--- config.mk ---
export PLATFORM = sky130hd
export DESIGN_NAME = reg_wb_queue
export DESIGN_NICKNAME = d
export VERILOG_FILES = /design/src/rtl/reg_wb_queue.sv
export SDC_FILE = /design/constraint.sdc
export NUM_CORES = 1
export LEC_CHECK = 0
export CELL_PAD_IN_SITES_DETAIL_PLACEMENT = 2
export CELL_PAD_IN_SITES_GLOBAL_PLACEMENT = 2
export CORE_MARGIN = 4
export CORE_UTILIZATION = 37
export DETAILED_ROUTE_END_ITERATION = 8
export PLACE_DENSITY = 0.89
export SLEW_MARGIN = 20
export SYNTH_ARGS = -nofsm -noshare
export SYNTH_HDL_FRONTEND = slang
export SYNTH_SLANG_ARGS = --single-unit
--- constraint.sdc ---
create_clock -name clk -period 4.65 [get_ports clk]
set_clock_uncertainty 0.15 [all_clocks]
set_input_delay 0.93 -clock clk [delete_from_list [all_inputs] [get_ports clk]]
set_output_delay 0.93 -clock clk [all_outputs]
set_load 0.02 [all_outputs]
--- src/rtl/reg_wb_queue.sv ---
// Register-file writeback sequencer: pipeline results win the write port, long-latency results queue and fill idle cycles.
// Latency: pipeline 1 cycle to the output stage; an uncontended long-latency result 2 cycles (push, then pop).
// Backpressure: pipeline never stalls; m_ready drops only while the FIFO holds DEPTH entries.
module reg_wb_queue #(
    parameter int DEPTH = 4,
    parameter int XLEN  = 64
) (
    input  logic            clk,
    input  logic            rstn,
    input  logic            p_valid,
    input  logic [4:0]      p_rd,
    input  logic [XLEN-1:0] p_data,
    input  logic            m_valid,
    output logic            m_ready,
    input  logic [4:0]      m_rd,
    input  logic [XLEN-1:0] m_data,
    output logic [4:0]      rd,
    output logic            write,
    output logic [XLEN-1:0] write_data,
    input  logic [4:0]      lookup_rs,
    output logic            lookup_hit,
    output logic [XLEN-1:0] lookup_data,
    output logic            drained
);

    localparam int AW = $clog2(DEPTH);
    localparam int CW = $clog2(DEPTH + 1);
    localparam logic [CW-1:0] FULL = CW'(DEPTH);

    logic [4:0]      q_rd  [DEPTH];
    logic [XLEN-1:0] q_dat [DEPTH];
    logic [AW-1:0]   head;
    logic [AW-1:0]   tail;
    logic [CW-1:0]   count;
    logic            p_take;
    logic            push;
    logic            pop;

    // Full is judged on the registered count alone, so a full FIFO refuses a push even while popping.
    assign m_ready = (count != FULL) && rstn;
    assign p_take  = p_valid && (p_rd != 5'd0);
    assign pop     = !p_take && (count != '0);
    assign push    = m_valid && m_ready && (m_rd != 5'd0);
    assign drained = (count == '0) && !write;

    always_ff @(posedge clk or negedge rstn) begin
        if (!rstn) begin
            head  <= '0;
            tail  <= '0;
            count <= '0;
        end else begin
            if (push) tail <= tail + 1'b1;
            if (pop)  head <= head + 1'b1;
            case ({push, pop})
                2'b10:   count <= count + 1'b1;
                2'b01:   count <= count - 1'b1;
                default: count <= count;
            endcase
        end
    end

    always_ff @(posedge clk) begin
        if (push) begin
            q_rd[tail]  <= m_rd;
            q_dat[tail] <= m_data;
        end
    end

    always_ff @(posedge clk or negedge rstn) begin
        if (!rstn) begin
            write      <= 1'b0;
            rd         <= 5'd0;
            write_data <= '0;
        end else begin
            write <= p_take || pop;
            if (p_take) begin
                rd         <= p_rd;
                write_data <= p_data;
            end else if (pop) begin
                rd         <= q_rd[head];
                write_data <= q_dat[head];
            end
        end
    end

    // Output stage is lowest priority; FIFO is scanned oldest to youngest so the youngest match wins.
    always_comb begin
        lookup_hit  = 1'b0;
        lookup_data = '0;
        if (lookup_rs != 5'd0) begin
            if (write && (rd == lookup_rs)) begin
                lookup_hit  = 1'b1;
                lookup_data = write_data;
            end
            for (int i = 0; i < DEPTH; i++) begin
                if ((CW'(i) < count) && (q_rd[head + AW'(i)] == lookup_rs)) begin
                    lookup_hit  = 1'b1;
                    lookup_data = q_dat[head + AW'(i)];
                end
            end
        end
    end

endmodule

* Yosys cells after proc, flatten, opt, wreduce, memory -nomap -nowiden
Memory sizes are Yosys's and may differ from the RTL's.
Index checks and enable logic that the tools add are counted.
** Storage, ports and cells
- Register bits :: 77
- Bits in writable memories :: 276
- Output and inout bits :: 137
- Memories kept :: 2
** Operators by class
- Add/subtract/negate cells :: 6
- $lt $le $gt $ge :: 4
- Equality and inequality tests :: 8
- Muxes and demuxes :: 19
- Reductions and logical operators :: 21
** Memories
- q_dat :: depth 4, bits a word 64, read ports 4, clocked after memory_dff 0, wr ports 1, line 31 : logic [XLEN-1:0] q_dat [DEPTH];
- q_rd :: depth 4, bits a word 5, read ports 4, clocked after memory_dff 0, wr ports 1, line 30 : logic [4:0] q_rd [DEPTH];
** Operator list (count)
- 64-bit 2-to-1 mux :: 8
- 5-bit == test :: 5
- 5-bit nonzero test :: 3
- 1-bit logical AND :: 11
- 5-bit 2-to-1 mux :: 2
- 1-bit 2-to-1 mux :: 8
- 1-bit by 3-bit less-than comparator with 1-bit output (first input constant) :: 2
- 2-bit by 3-bit less-than comparator with 1-bit output (first input constant) :: 2
- 3-bit case mux with 2 select lines :: 1
- 2-bit by 1-bit adder with 2-bit output (second input constant) :: 2
- 2-bit adder (second input constant) :: 2
- 2-bit nonzero test :: 2
- 3-bit by 1-bit adder with 3-bit output (second input constant) :: 1
- 3-bit zero test :: 1
- 3-bit != test (second input constant) :: 1
- 3-bit nonzero test :: 1
- 3-bit by 1-bit subtractor with 3-bit output (second input constant) :: 1
- 2-bit by 1-bit == test with 1-bit output (second input constant) :: 1
- 2-bit == test (second input constant) :: 1
- 1-bit zero test :: 2
- 1-bit logical OR :: 1

* Depth between registers and ports, before layout
- Word-level depth :: 8
- Gate-level depth with buffers :: 11
- Mapped depth without buffers :: 10

* Worst setup path after synthesis
No wires, ideal clock.
- Kind :: input to register
- From :: input rstn
- To :: memory q_dat[0][0] (enable)
- Library setup time :: 0.435 ns
- Arrival time :: 3.645 ns
- Required time :: 4.065 ns
- Path slack :: 0.420 ns
- Cell stages on the path :: 4
- Cells stage by stage :: a21boi_0 -> nand2_1 -> a21oi_1 -> and2_1
** Between the ends
- Word-level cells in the longest chain between the ends :: 5
** RTL lines
- start, declared :: line 9 : input logic rstn,
- 1-bit logical AND :: line 40 : assign m_ready = (count != FULL) && rstn;
- 1-bit logical AND (2 in a row) :: line 43 : assign push = m_valid && m_ready && (m_rd != 5'd0);
- 1-bit 2-to-1 mux :: line 63 : if (push) begin
- 1-bit 2-to-1 mux (implied by the code) :: line 65 : q_dat[tail] <= m_data;
- end, declared :: line 31
No other way between the ends.

* Final worst setup path
- From :: register head[1]
- To :: output lookup_hit
** Between the ends
- Word-level cells in the longest chain between the ends :: 8
** RTL lines
- start, declared :: line 32 : logic [AW-1:0] head;
- start signal, assigned :: line 53 : if (pop) head <= head + 1'b1;
- 2-bit by 1-bit adder with 2-bit output or memory read 4 x 5 bit (tied branches)
- memory read 4 x 5 bit *
- 5-bit == test or 1-bit logical AND (tied branches) :: line 96 : if ((CW'(i) < count) && (q_rd[head + AW'(i)] == lookup_rs)) begin
- 1-bit logical AND or 1-bit 2-to-1 mux (tied branches) :: line 96
- 1-bit 2-to-1 mux (2 in a row) :: line 96
- 1-bit 2-to-1 mux * :: line 96
- 1-bit 2-to-1 mux * :: line 90 : if (lookup_rs != 5'd0) begin
- end, declared :: line 21 : output logic lookup_hit,
Mark *: on every way between the ends. The rest lies on a longest branch, timed or not.

==> impl_metrics.ini <==
[critical_path]
slowest_stage = dfrtp_4
worstSetupStartpoint = head[1]
r2r-end = q_dat[3][50]
reg2reg_slack_ns = 1.40
path_common_cell = buf_4
cp_slowest_stage_delay_ns = 0.52
endpoint_kind = output pin
setup.worst_path.start_class = register
critPathKind = register to output pin
critPathRequiredTime_ns = 3.57
worstPathMaxFanout = 6
crit_chain = buf_12 > mux2i_1 > xnor2_1 > nor3_2 > o22ai_2 > buf_4 > o221ai_4 > buf_12 > buf_4 > clkbuf_16 > nor3_1 > nor2_1 > buf_4
r2r_start = count[1]
arrival_ns = 4.08
rr_worst_depth = 8

[sta]
worst_pin_slew_ns = 1.053
timing.final.crit_share_pct = 111.0
slew_viol_final = 0
period_needed_ns = 5.162
setup_violations = 65
relSlewSlack_pct = 29.79
max_freq_ghz = 0.1937
finalHoldViolCount = 0
setup_slack_ns = -0.5117
rsz0062_at_grt = true

[place]
place.gp.congestion = 0.8527
io_buffers = 283
post-place-ws_ns = -0.8154
hpwl_mm = 57.76

[final_layout]
nNetsFinal = 2385
fillers = 5265
synthToLayoutAreaGrowth_pct = 39.40
layout-drive-gt1-share_pct = 30.95
utilization_pct = 52.06
seqCellArea_um2 = 10220
multi_input_area_um2 = 11030

[route]
wire_per_inst_um = 36.88
drt-total-wl_mm = 111.8
drt_iter0_drc = 2006
vias = 19940
avgViaCountPerCell = 6.575
drtAntennaViolNets = 0
route.detailed.drc = 0
drt_first_pass_iters = 6

[yosys]
netlist_area_um2 = 21020
syn_area_per_cell_um2 = 11.37
synthAdderAreaFrac_pct = 0.5357
netlist_instances = 1849
synth.distinct_cells = 55
synth_edf_count = 276
synth_xor_area_share_pct = 1.333
synth-seq-cells = 353
synth_top_family_by_area = multiplexers
synth-compound-area-share_pct = 17.09
async_flop_share_pct = 21.81
synth_fp_nets = 2005
ys_seq_area_share_pct = 48.60
synth_simple_gate_area_share_pct = 7.792
synthFlopType = edfxtp_1
yosysWarnings = 0
synth.area.mux_share_pct = 20.63

[power_and_ir_drop]
power.density_nw_per_um2 = 686.7
switching_power_mw = 9.183
power_mw = 20.12
p_seq_share_pct = 22.4
intPower_mw = 10.94
p_leak_nw = 10.85
power_frac_comb_pct = 59.0
swShare_pct = 45.64
clockPowerShare_pct = 18.7
peakVddDrop_uv = 526.9

[die]
fp.coreArea_um2 = 56280
die_area_um2 = 60690
initial_core_util_pct = 37.35
die_h_um = 246.3
num_rows = 87
pin_count = 284
die_width_um = 246.3

[clock_tree]
clk_pin_slew_worst_paths_ns = 0.07
clock_path_buffers = 3
cts_tree = yes
cts_inserted_buffers = 44
clk_latency_ns = 0.60
root_buffer = clkbuf_16
cts.sinks = 353
cts-htree-levels = 2

[global_route]
antenna_found_initial = 12
grt_pass1_wl_mm = 146.6
track_usage_pct = 31.91
grt_pass1_vias = 21490
grt_overflow_total = 0
grt_max_degree = 160

[run]
maxCapViolCount = 0

[status]
failed_checks = setup timing
status = complete, but fails checks

[min_path]
holdCritPathClass = input port to asynchronous set/reset pin
[worst max path at each step]
stage          slack, ns  cells past startpoint              end
2_1_floorplan       0.42                      4      q_dat[0][0]
3_3_place_gp       -0.54                     10   lookup_data[0]
3_5_place_dp       -0.82                     10  lookup_data[33]
4_1_cts            -0.04                     13   lookup_data[2]
5_1_grt            -0.48                     13       lookup_hit
6_report           -0.51                     13       lookup_hit
[cell type report]
class | count | area share (%)
Tap cell | 756 | 3.228
Clock inverter | 20 | 0.8754
Multi-Input combinational cell | 1317 | 37.64
Inverter | 8 | 0.1025
Timing Repair Buffer | 505 | 18.97
Sequential cell | 353 | 34.89
Antenna cell | 11 | 0.09395
Clock buffer | 62 | 4.198
[per-stage QoR]
step / cells / instance area, µm² / hold WS [ns] / setup TNS [ns]
2_1_floorplan: 1849 / 21020 / 0.3635 / 0
3_3_place_gp: 2865 / 25800 / 0.4025 / -27.36
3_5_place_dp: 2865 / 25800 / 0.4447 / -42.09
4_1_cts: 2998 / 28270 / 0.2830 / -0.1003
5_1_grt: 3030 / 29290 / 0.3199 / -10.12
6_report: 3032 / 29300 / 0.3013 / -8.025
[logic make-up after synthesis]
kind of cell / Yosys count
simple gates: 384
buf+inv: 179
flops: 353
mux: 405
fa+ha+maj: 9
compound gates: 487
xor+xnor: 32
[repair_timing]
| action | 4_1_cts | 5_1_grt |
|---|---|---|
| setup buffers | 43 | 19 |
| setup endpoints to repair | 65 | 65 |
| gates cloned | 9 | 7 |
| pin swaps | 45 | 38 |
| hold buffers | 0 | 0 |
| gates resized for setup | 399 | 152 |
[power by group through the flow]
stage	Combinational (mW)	Clock (mW)	Sequential, mW
after floorplan	5.63	0	4.57
after global placement	8.90	0	4.38
after detailed placement	9.46	0	4.46
after CTS	10.3	3.67	4.40
after global routing	12.3	3.91	4.53
final	11.9	3.75	4.50
[synthesized netlist by cell type, types with 2 or more instances]
library cell	number	area, µm²
edfxtp_1	276	8288
mux2i_1	264	2643
a21oi_1	171	855.8
nand2_1	158	593.1
mux2_2	130	1464
nor2_1	124	465.5
clkbuf_1	92	345.3
o221ai_1	79	691.9
dfrtp_1	77	1927
nor3_1	71	355.3
o21ai_0	68	340.3
a211o_1	64	560.5
buf_2	43	215.2
o221ai_2	41	615.6
a211oi_1	25	187.7
xnor2_1	19	166.4
buf_1	14	52.55
xor2_1	13	113.9
buf_4	12	90.09
buf_6	10	112.6
ha_1	9	112.6
mux4_2	9	202.7
nor2b_1	9	56.30
o21a_1	9	67.56
and2_1	8	50.05
inv_1	8	30.03
o211ai_1	7	52.55
a31oi_1	5	31.28
and3_1	3	18.77
o31ai_1	3	22.52
nand3_1	2	10.01
nand4_2	2	25.02
o22ai_2	2	25.02
[registers in the layout, summed over array words and instances (netlist names)]
name / cells
q_dat: 256
write: 1
head: 2
q_rd: 20
count: 3
tail: 2
rd: 5
write_data: 64
[layer usage]
layer / track usage, % / part of all wire (%) / up-vias
met4: 15.57 / 6.7 / 8
li1: - / - / 7900
met5: 0 / 0.045 / -
met3: 5.148 / 6.8 / 467
met1: 37.68 / 37 / 10300
met2: 56.47 / 49 / 1262
[layout by cell type, fill, tap and decap left out, types with 6 or more instances in the layout]
cell type / synthesis / routed
ha_1: 9 / 9
dfrtp_1: 77 / 75
xor2_1: 13 / 9
o221ai_4: 0 / 13
a211oi_2: 0 / 11
mux2_2: 130 / 129
buf_16: 0 / 11
nor2_1: 124 / 123
o21a_1: 9 / 8
o21ai_0: 68 / 66
nor3_1: 71 / 67
buf_12: 0 / 56
o211ai_1: 7 / 7
o221ai_2: 41 / 55
xnor2_1: 19 / 11
clkbuf_1: 92 / 13
a21oi_2: 1 / 49
bufinv_16: 0 / 6
mux4_2: 9 / 9
nor2b_1: 9 / 8
a211oi_1: 25 / 13
o221ai_1: 79 / 52
a211o_1: 64 / 64
xnor2_2: 0 / 8
clkbuf_16: 0 / 52
nand2_1: 158 / 154
buf_4: 12 / 163
diode_2: 0 / 11
edfxtp_1: 276 / 276
a21oi_1: 171 / 122
inv_1: 8 / 8
mux2i_4: 0 / 12
mux2i_1: 264 / 237
buf_6: 10 / 44
mux2i_2: 0 / 15
clkdlybuf4s50_1: 0 / 212
[worst max-delay path, delay by kind of cell (launching register included)]
family / cells / cell delay (ns)
buf+inv: 6 / 1.18
simple gates: 3 / 0.84
flops: 1 / 0.52
compound gates: 2 / 0.38
mux: 1 / 0.34
xor+xnor: 1 / 0.20
No activity file was read; power rests on OpenSTA's default activity.
